File: config.mk
export PLATFORM = sky130hd
export DESIGN_NAME = uart_csr_master
export DESIGN_NICKNAME = d
export VERILOG_FILES = /design/src/rtl/uart_csr_master_pkg.sv /design/src/rtl/uart_csr_tx_serializer.sv /design/src/rtl/uart_csr_master.sv
export SDC_FILE = /design/constraint.sdc
export NUM_CORES = 1
export LEC_CHECK = 0
export BUFFER_PORTS_ARGS = -buffer_cell sky130_fd_sc_hd__buf_4
export CAP_MARGIN = 0
export CORE_MARGIN = 5
export CORE_UTILIZATION = 60
export CTS_BUF_LIST = sky130_fd_sc_hd__clkbuf_8
export DETAILED_ROUTE_END_ITERATION = 8
export GPL_TIMING_DRIVEN = 0
export HOLD_SLACK_MARGIN = 0.03
export PLACE_DENSITY = 0.84
export SKIP_CTS_REPAIR_TIMING = 1
export SLEW_MARGIN = 10
export SYNTH_ARGS = -nofsm -noshare
export SYNTH_HDL_FRONTEND = slang
export SYNTH_HIERARCHICAL = 1
export SYNTH_SLANG_ARGS = --single-unit
File: constraint.sdc
create_clock -name sys_clk -period 5.4 [get_ports sys_clk]
set_input_delay 0.27 -clock sys_clk [delete_from_list [all_inputs] [get_ports sys_clk]]
set_output_delay 0.27 -clock sys_clk [all_outputs]
set_load 0.02 [all_outputs]
File: src/rtl/uart_csr_master_pkg.sv
// Shared types and constants for the UART-driven CSR bus initiator.
package uart_csr_master_pkg;

  localparam int unsigned TIMEOUT_W = 24;
  localparam int unsigned CSR_AW    = 14;
  localparam int unsigned CSR_DW    = 32;
  localparam int unsigned BYTE_W    = 8;
  localparam int unsigned NBYTES_W  = 3;

  localparam logic [BYTE_W-1:0] CMD_WRITE = 8'h01;
  localparam logic [BYTE_W-1:0] CMD_READ  = 8'h02;
  localparam logic [BYTE_W-1:0] ACK_BYTE  = 8'h06;

  typedef enum logic [3:0] {
    IDLE,
    ADDR_H,
    ADDR_L,
    WDATA,
    WRITE,
    RADDR,
    RSAMPLE,
    TXSEND,
    TXWAIT
  } state_e;

  // Registered CSR bus request driven onto csr_a/csr_we/csr_do.
  typedef struct packed {
    logic [CSR_AW-1:0] addr;
    logic              we;
    logic [CSR_DW-1:0] wdata;
  } csr_req_t;

  function automatic logic is_cmd(input logic [BYTE_W-1:0] b);
    return (b == CMD_WRITE) || (b == CMD_READ);
  endfunction

endpackage

File: src/rtl/uart_csr_tx_serializer.sv
// Sends the top nbytes of a word, MSB first, one tx_wr per byte, each
// waiting for the transmitter's tx_done. done_c_o flags the final tx_done.
module uart_csr_tx_serializer
  import uart_csr_master_pkg::*;
(
  input  logic                clk_i,
  input  logic                rst_ni,
  input  logic                load_i,
  input  logic [CSR_DW-1:0]   word_i,
  input  logic [NBYTES_W-1:0] nbytes_i,
  input  logic                tx_done_i,
  output logic [BYTE_W-1:0]   tx_data_o,
  output logic                tx_wr_o,
  output logic                done_c_o
);

  logic [CSR_DW-1:0]   shift_q, shift_d;
  logic [NBYTES_W-1:0] cnt_q, cnt_d;
  logic [NBYTES_W-1:0] nbytes_q, nbytes_d;
  logic                active_q, active_d;
  logic                tx_wr_q, tx_wr_d;
  logic [BYTE_W-1:0]   tx_data_q, tx_data_d;

  // Serializer state registers.
  always_ff @(posedge clk_i or negedge rst_ni) begin
    if (!rst_ni) begin
      shift_q   <= '0;
      cnt_q     <= '0;
      nbytes_q  <= '0;
      active_q  <= 1'b0;
      tx_wr_q   <= 1'b0;
      tx_data_q <= '0;
    end else begin
      shift_q   <= shift_d;
      cnt_q     <= cnt_d;
      nbytes_q  <= nbytes_d;
      active_q  <= active_d;
      tx_wr_q   <= tx_wr_d;
      tx_data_q <= tx_data_d;
    end
  end

  // Load a word, or advance one byte on tx_done while waiting (not in the tx_wr cycle).
  always_comb begin
    shift_d   = shift_q;
    cnt_d     = cnt_q;
    nbytes_d  = nbytes_q;
    active_d  = active_q;
    tx_wr_d   = 1'b0;
    tx_data_d = tx_data_q;
    done_c_o  = 1'b0;
    if (load_i) begin
      shift_d   = word_i;
      cnt_d     = '0;
      nbytes_d  = nbytes_i;
      active_d  = 1'b1;
      tx_wr_d   = 1'b1;
      tx_data_d = word_i[CSR_DW-1 -: BYTE_W];
    end else if (active_q && !tx_wr_q && tx_done_i) begin
      shift_d = {shift_q[CSR_DW-BYTE_W-1:0], BYTE_W'(0)};
      cnt_d   = cnt_q + NBYTES_W'(1);
      if (cnt_d == nbytes_q) begin
        active_d = 1'b0;
        done_c_o = 1'b1;
      end else begin
        tx_wr_d   = 1'b1;
        tx_data_d = shift_d[CSR_DW-1 -: BYTE_W];
      end
    end
  end

  assign tx_data_o = tx_data_q;
  assign tx_wr_o   = tx_wr_q;

endmodule

File: src/rtl/uart_csr_master.sv
// UART byte-stream to CSR bus initiator: decodes write (01 AH AL D3..D0)
// and read (02 AH AL) frames, drives the CSR bus and returns read data.
// Optional: UART_CSR_MASTER_WRACK_EN sends a 0x06 ACK byte after each write.
module uart_csr_master
  import uart_csr_master_pkg::*;
#(
  parameter int unsigned timeout_cycles = 1000000
) (
  input  logic              sys_clk,
  input  logic              sys_rst_n,
  input  logic [BYTE_W-1:0] rx_data,
  input  logic              rx_done,
  output logic [BYTE_W-1:0] tx_data,
  output logic              tx_wr,
  input  logic              tx_done,
  output logic [CSR_AW-1:0] csr_a,
  output logic              csr_we,
  output logic [CSR_DW-1:0] csr_do,
  input  logic [CSR_DW-1:0] csr_di,
  output logic              busy
);

  localparam logic [TIMEOUT_W-1:0] TO_RELOAD = TIMEOUT_W'(timeout_cycles - 1);

  state_e                state_q, state_d;
  logic                  cmd_wr_q, cmd_wr_d;
  logic [CSR_AW-1:0]     addr_q, addr_d;
  logic [1:0]            wcnt_q, wcnt_d;
  logic [TIMEOUT_W-1:0]  to_q, to_d;
  csr_req_t              req_q, req_d;
  logic                  busy_q, busy_d;

  logic                  ser_load_c;
  logic [CSR_DW-1:0]     ser_word_c;
  logic [NBYTES_W-1:0]   ser_nbytes_c;
  logic                  ser_done_c;

  // State and datapath registers.
  always_ff @(posedge sys_clk or negedge sys_rst_n) begin
    if (!sys_rst_n) begin
      state_q  <= IDLE;
      cmd_wr_q <= 1'b0;
      addr_q   <= '0;
      wcnt_q   <= '0;
      to_q     <= '0;
      req_q    <= '0;
      busy_q   <= 1'b0;
    end else begin
      state_q  <= state_d;
      cmd_wr_q <= cmd_wr_d;
      addr_q   <= addr_d;
      wcnt_q   <= wcnt_d;
      to_q     <= to_d;
      req_q    <= req_d;
      busy_q   <= busy_d;
    end
  end

  // Frame decode, inter-byte timeout and bus/serializer sequencing.
  always_comb begin
    state_d      = state_q;
    cmd_wr_d     = cmd_wr_q;
    addr_d       = addr_q;
    wcnt_d       = wcnt_q;
    to_d         = to_q;
    req_d        = req_q;
    ser_load_c   = 1'b0;
    ser_word_c   = '0;
    ser_nbytes_c = NBYTES_W'(4);

    unique case (state_q)
      IDLE: begin
        if (rx_done && is_cmd(rx_data)) begin
          cmd_wr_d = (rx_data == CMD_WRITE);
          to_d     = TO_RELOAD;
          state_d  = ADDR_H;
        end
      end
      ADDR_H: begin
        if (rx_done) begin
          // Address bits [15:14] are dropped here.
          addr_d[CSR_AW-1:BYTE_W] = rx_data[CSR_AW-BYTE_W-1:0];
          to_d    = TO_RELOAD;
          state_d = ADDR_L;
        end else if (to_q == '0) begin
          state_d = IDLE;
        end else begin
          to_d = to_q - TIMEOUT_W'(1);
        end
      end
      ADDR_L: begin
        if (rx_done) begin
          addr_d[BYTE_W-1:0] = rx_data;
          to_d = TO_RELOAD;
          if (cmd_wr_q) begin
            wcnt_d  = '0;
            state_d = WDATA;
          end else begin
            state_d = RADDR;
          end
        end else if (to_q == '0) begin
          state_d = IDLE;
        end else begin
          to_d = to_q - TIMEOUT_W'(1);
        end
      end
      WDATA: begin
        if (rx_done) begin
          req_d.wdata = {req_q.wdata[CSR_DW-BYTE_W-1:0], rx_data};
          wcnt_d      = wcnt_q + 2'd1;
          to_d        = TO_RELOAD;
          if (wcnt_q == 2'd3) begin
            state_d = WRITE;
          end
        end else if (to_q == '0) begin
          state_d = IDLE;
        end else begin
          to_d = to_q - TIMEOUT_W'(1);
        end
      end
      WRITE: begin
`ifdef UART_CSR_MASTER_WRACK_EN
        ser_load_c   = 1'b1;
        ser_word_c   = {ACK_BYTE, (CSR_DW-BYTE_W)'(0)};
        ser_nbytes_c = NBYTES_W'(1);
        state_d      = TXSEND;
`else
        state_d = IDLE;
`endif
      end
      RADDR: begin
        state_d = RSAMPLE;
      end
      RSAMPLE: begin
        ser_load_c   = 1'b1;
        ser_word_c   = csr_di;
        ser_nbytes_c = NBYTES_W'(4);
        state_d      = TXSEND;
      end
      TXSEND: begin
        state_d = TXWAIT;
      end
      TXWAIT: begin
        if (ser_done_c) begin
          state_d = IDLE;
        end else if (tx_done) begin
          state_d = TXSEND;
        end
      end
      default: begin
        state_d = IDLE;
      end
    endcase

    // Bus outputs follow the next state so they line up with WRITE/RADDR.
    req_d.we   = (state_d == WRITE);
    req_d.addr = ((state_d == WRITE) || (state_d == RADDR)) ? addr_d : '0;
    busy_d     = (state_d != IDLE);
  end

  // Byte serializer for read-back data and the optional write ACK.
  uart_csr_tx_serializer u_tx_ser (
    .clk_i     (sys_clk),
    .rst_ni    (sys_rst_n),
    .load_i    (ser_load_c),
    .word_i    (ser_word_c),
    .nbytes_i  (ser_nbytes_c),
    .tx_done_i (tx_done),
    .tx_data_o (tx_data),
    .tx_wr_o   (tx_wr),
    .done_c_o  (ser_done_c)
  );

  assign csr_a  = req_q.addr;
  assign csr_we = req_q.we;
  assign csr_do = req_q.wdata;
  assign busy   = busy_q;

endmodule
==> metrics.yaml <==
netlist_instances: 535
synth.area.top_cells: "dfrtp_1 (54%), mux2_2 (12%), and2_1 (3.7%)"
ys_ff_latch: 133
cp_data_required_time_ns: 5.79
seq_area_frac_synth_pct: 54.0
cts.clk_slew.worst_paths_ns: 0.08
post_drt_via_cell_ratio: 5.86
gp_congestion: 0.857
cts_sinks: 133
grt_max_degree: 96
root_buffer: "clkbuf_8"
reg2reg_depth: 12
dp.cells: 773
reg2reg_to: "busy"
h-tree-depth: 4
hold_class: "in -> reg"
grt_pass1_vias: 4874
synth_edf_count: 0
syn_area_um2: 6160
first_iter_violations: 374
clk_latency_ns: 0.45
yosys.area.top_type: "dfrtp_1"
clkPwrFrac_pct: 28.2
post-route-cell-area_um2: 7590
grt_usage_pct: 25.0
postRouteAntennaNets: 0
antenna_found_initial: 0
wl_um: 15000
worst_setup_path_end_kind: "flop"
period_needed_ns: 3.58
area_growth_pct: 23.1
dieWidth_um: 111
die-area_um2: 12400
crit_path_start_kind: "flop"
leakagePower_nw: 3.54
dpl.hpwl_um: 10400
portBuffers: 100
n_antenna_cell: 0
p_sw_share_pct: 33.3
irDropWorstVdd_uv: 334
fp.dieH_um: 111
fin_tns_setup_ns: 0
design.portCount: 101
avgRoutedWirePerCell_um: 18.6
rows: 37
holdPathStages: 2
drtPass1Iterations: 5
fmax_mhz: 280
relSlewSlack_pct: 45.6
fillCellCount: 663
slew_viol_final: 0
path_class: "reg -> reg"
ys_async_sr_fraction_pct: 100
comb_power_share_pct: 31.6
regArea_um2: 3330
fin_hold_ws_ns: 0.0908
grt_setup_unrepaired: "false"
rr_startpoint: "state_q[1]"
synthTopCellsByCount: "dfrtp_1 (133), mux2_2 (65), and2_1 (36), nand2_1 (36), o21ai_0 (27)"
setup_violations: 0
max-cap-violations: 0
outcome: "finished, final reports clean"
worstPathMaxFanout: 12
hold_viol_final: 0
multi_input_area_um2: 2690
numCtsBuffers: 17
yosysMostFrequentCell: "dfrtp_1"
drc: 0
synth_top_flop_cell: "dfrtp_1"
seqPwrFrac_pct: 40.2
cp.arrival_ns: 3.97
drive_above_1_share_pct: 32.1
cts_max_path_buffers: 2
initial_core_util_pct: 60.5
layout.cells.non_filler: 806
hp-start: "rx_data[7]"
synth_cell_types: 59
p_sw_mw: 1.12
placed_area_um2: 7120
tightest_slew_ns: 0.804
nets: 704
powerDensity_nw_per_um2: 443
cts_tree: "done"
grt_remaining_overflow: 0
synth_top_area_share_pct: 54.0
fin_skew_ns: 0.0130
grt_pass1_wl_um: 24900
intPower_mw: 2.24
core_area_um2: 10200
synth_warnings: 6
period_share_pct: 66.2
syn-mean-instance-area_um2: 11.5
holdPathEnd: "csr_do[7]"
vias: 4724
r2r_slack_ns: 1.82
[cell type report]
cell class	instances	area share, %
Inverter	6	0.297
Multi-Input combinational cell	368	35.5
Tap cell	136	2.24
Timing Repair Buffer	102	10.4
Clock buffer	21	3.81
Clock inverter	11	2.26
Buffer	29	1.65
Sequential cell	133	43.9
[critical path: stages (launching register included)]
cell,delay [ns]
dfrtp_1,0.39
clkbuf_1,0.40
and3b_1,0.33
nor2b_1,0.42
clkbuf_1,0.44
buf_2,0.36
nor2_1,0.14
and4_2,0.28
and3b_1,0.25
a21oi_1,0.07
o21a_1,0.11
o22ai_1,0.18
or4b_1,0.15
[layout by cell type, fill, tap and decap left out, types with 7 or more instances in the layout]
cell,Yosys,routed
dfrtp_1,133,133
buf_4,2,101
mux2_2,65,65
nand2_1,36,36
and2_1,36,36
o21ai_0,27,27
nor2_1,23,23
mux2i_1,21,21
clkbuf_8,0,21
clkbuf_1,16,16
nor2b_1,16,16
a21oi_1,12,12
or4_1,10,10
nor3_1,9,9
a22o_1,9,9
o31ai_1,9,9
nor4_1,8,8
buf_2,7,7
nand3_1,7,7
[through the flow]
step	worst slack (ns)	total power, mW	util [%]
after global placement	2.12	2.36	69.6
final	1.82	3.36	74.5
after CTS	1.89	3.37	74.4
after global routing	1.62	3.52	74.5
after detailed placement	2.03	2.42	69.9
after floorplan	2.53	2.01	-
[routing by layer]
layer  wire [µm]  global-route usage, %  part of all wire (%)  up-vias
li1            -                      -                     -     2169
met1        6150                   31.1                    41     2367
met2        7770                   42.1                    52      160
met3         865                   7.88                   5.8       28
met4         218                   7.46                   1.5        0
met5           0                      0                     0        -
[registers in the layout (all words and copies together) (netlist names)]
register,flops
u_tx_ser/tx_wr_o,1
u_tx_ser/tx_data_o,8
busy,1
cmd_wr_q,1
to_q,24
u_tx_ser/active_q,1
wcnt_q,2
addr_q,14
csr_do,32
state_q,4
u_tx_ser/shift_q,24
csr_a,14
u_tx_ser/cnt_q,3
csr_we,1
u_tx_ser/nbytes_q,3
[logic make-up (layout without fill, tap and decap cells)]
| group | Yosys count | count (layout) | share of synthesized area, % |
|---|---|---|---|
| mux | 86 | 86 | 15.3 |
| simple gates | 183 | 183 | 16.9 |
| other cells | 2 | 3 | 0.122 |
| buf+inv | 35 | 169 | 2.40 |
| xor+xnor | 8 | 8 | 1.14 |
| flops | 133 | 133 | 54.0 |
| compound gates | 85 | 85 | 9.52 |
| fa+ha+maj | 3 | 3 | 0.609 |
[power by group through the flow]
stage | sequential (mW) | combinational [mW] | clock (mW)
floorplan | 1.47 | 0.541 | 0
global placement | 1.34 | 1.02 | 0
detailed placement | 1.36 | 1.05 | 0
CTS | 1.35 | 1.07 | 0.955
global route | 1.38 | 1.14 | 1.00
finish | 1.35 | 1.06 | 0.947
[worst max path at each step]
| stage | startpoint | to | cells after the start |
|---|---|---|---|
| after global routing | state_q[1] | busy | 12 |
| after detailed placement | state_q[3] | busy | 12 |
| after floorplan | state_q[3] | busy | 12 |
| after global placement | state_q[0] | busy | 12 |
| final | state_q[1] | busy | 12 |
| after CTS | state_q[3] | busy | 11 |
Power figures use the tool's default switching activity.
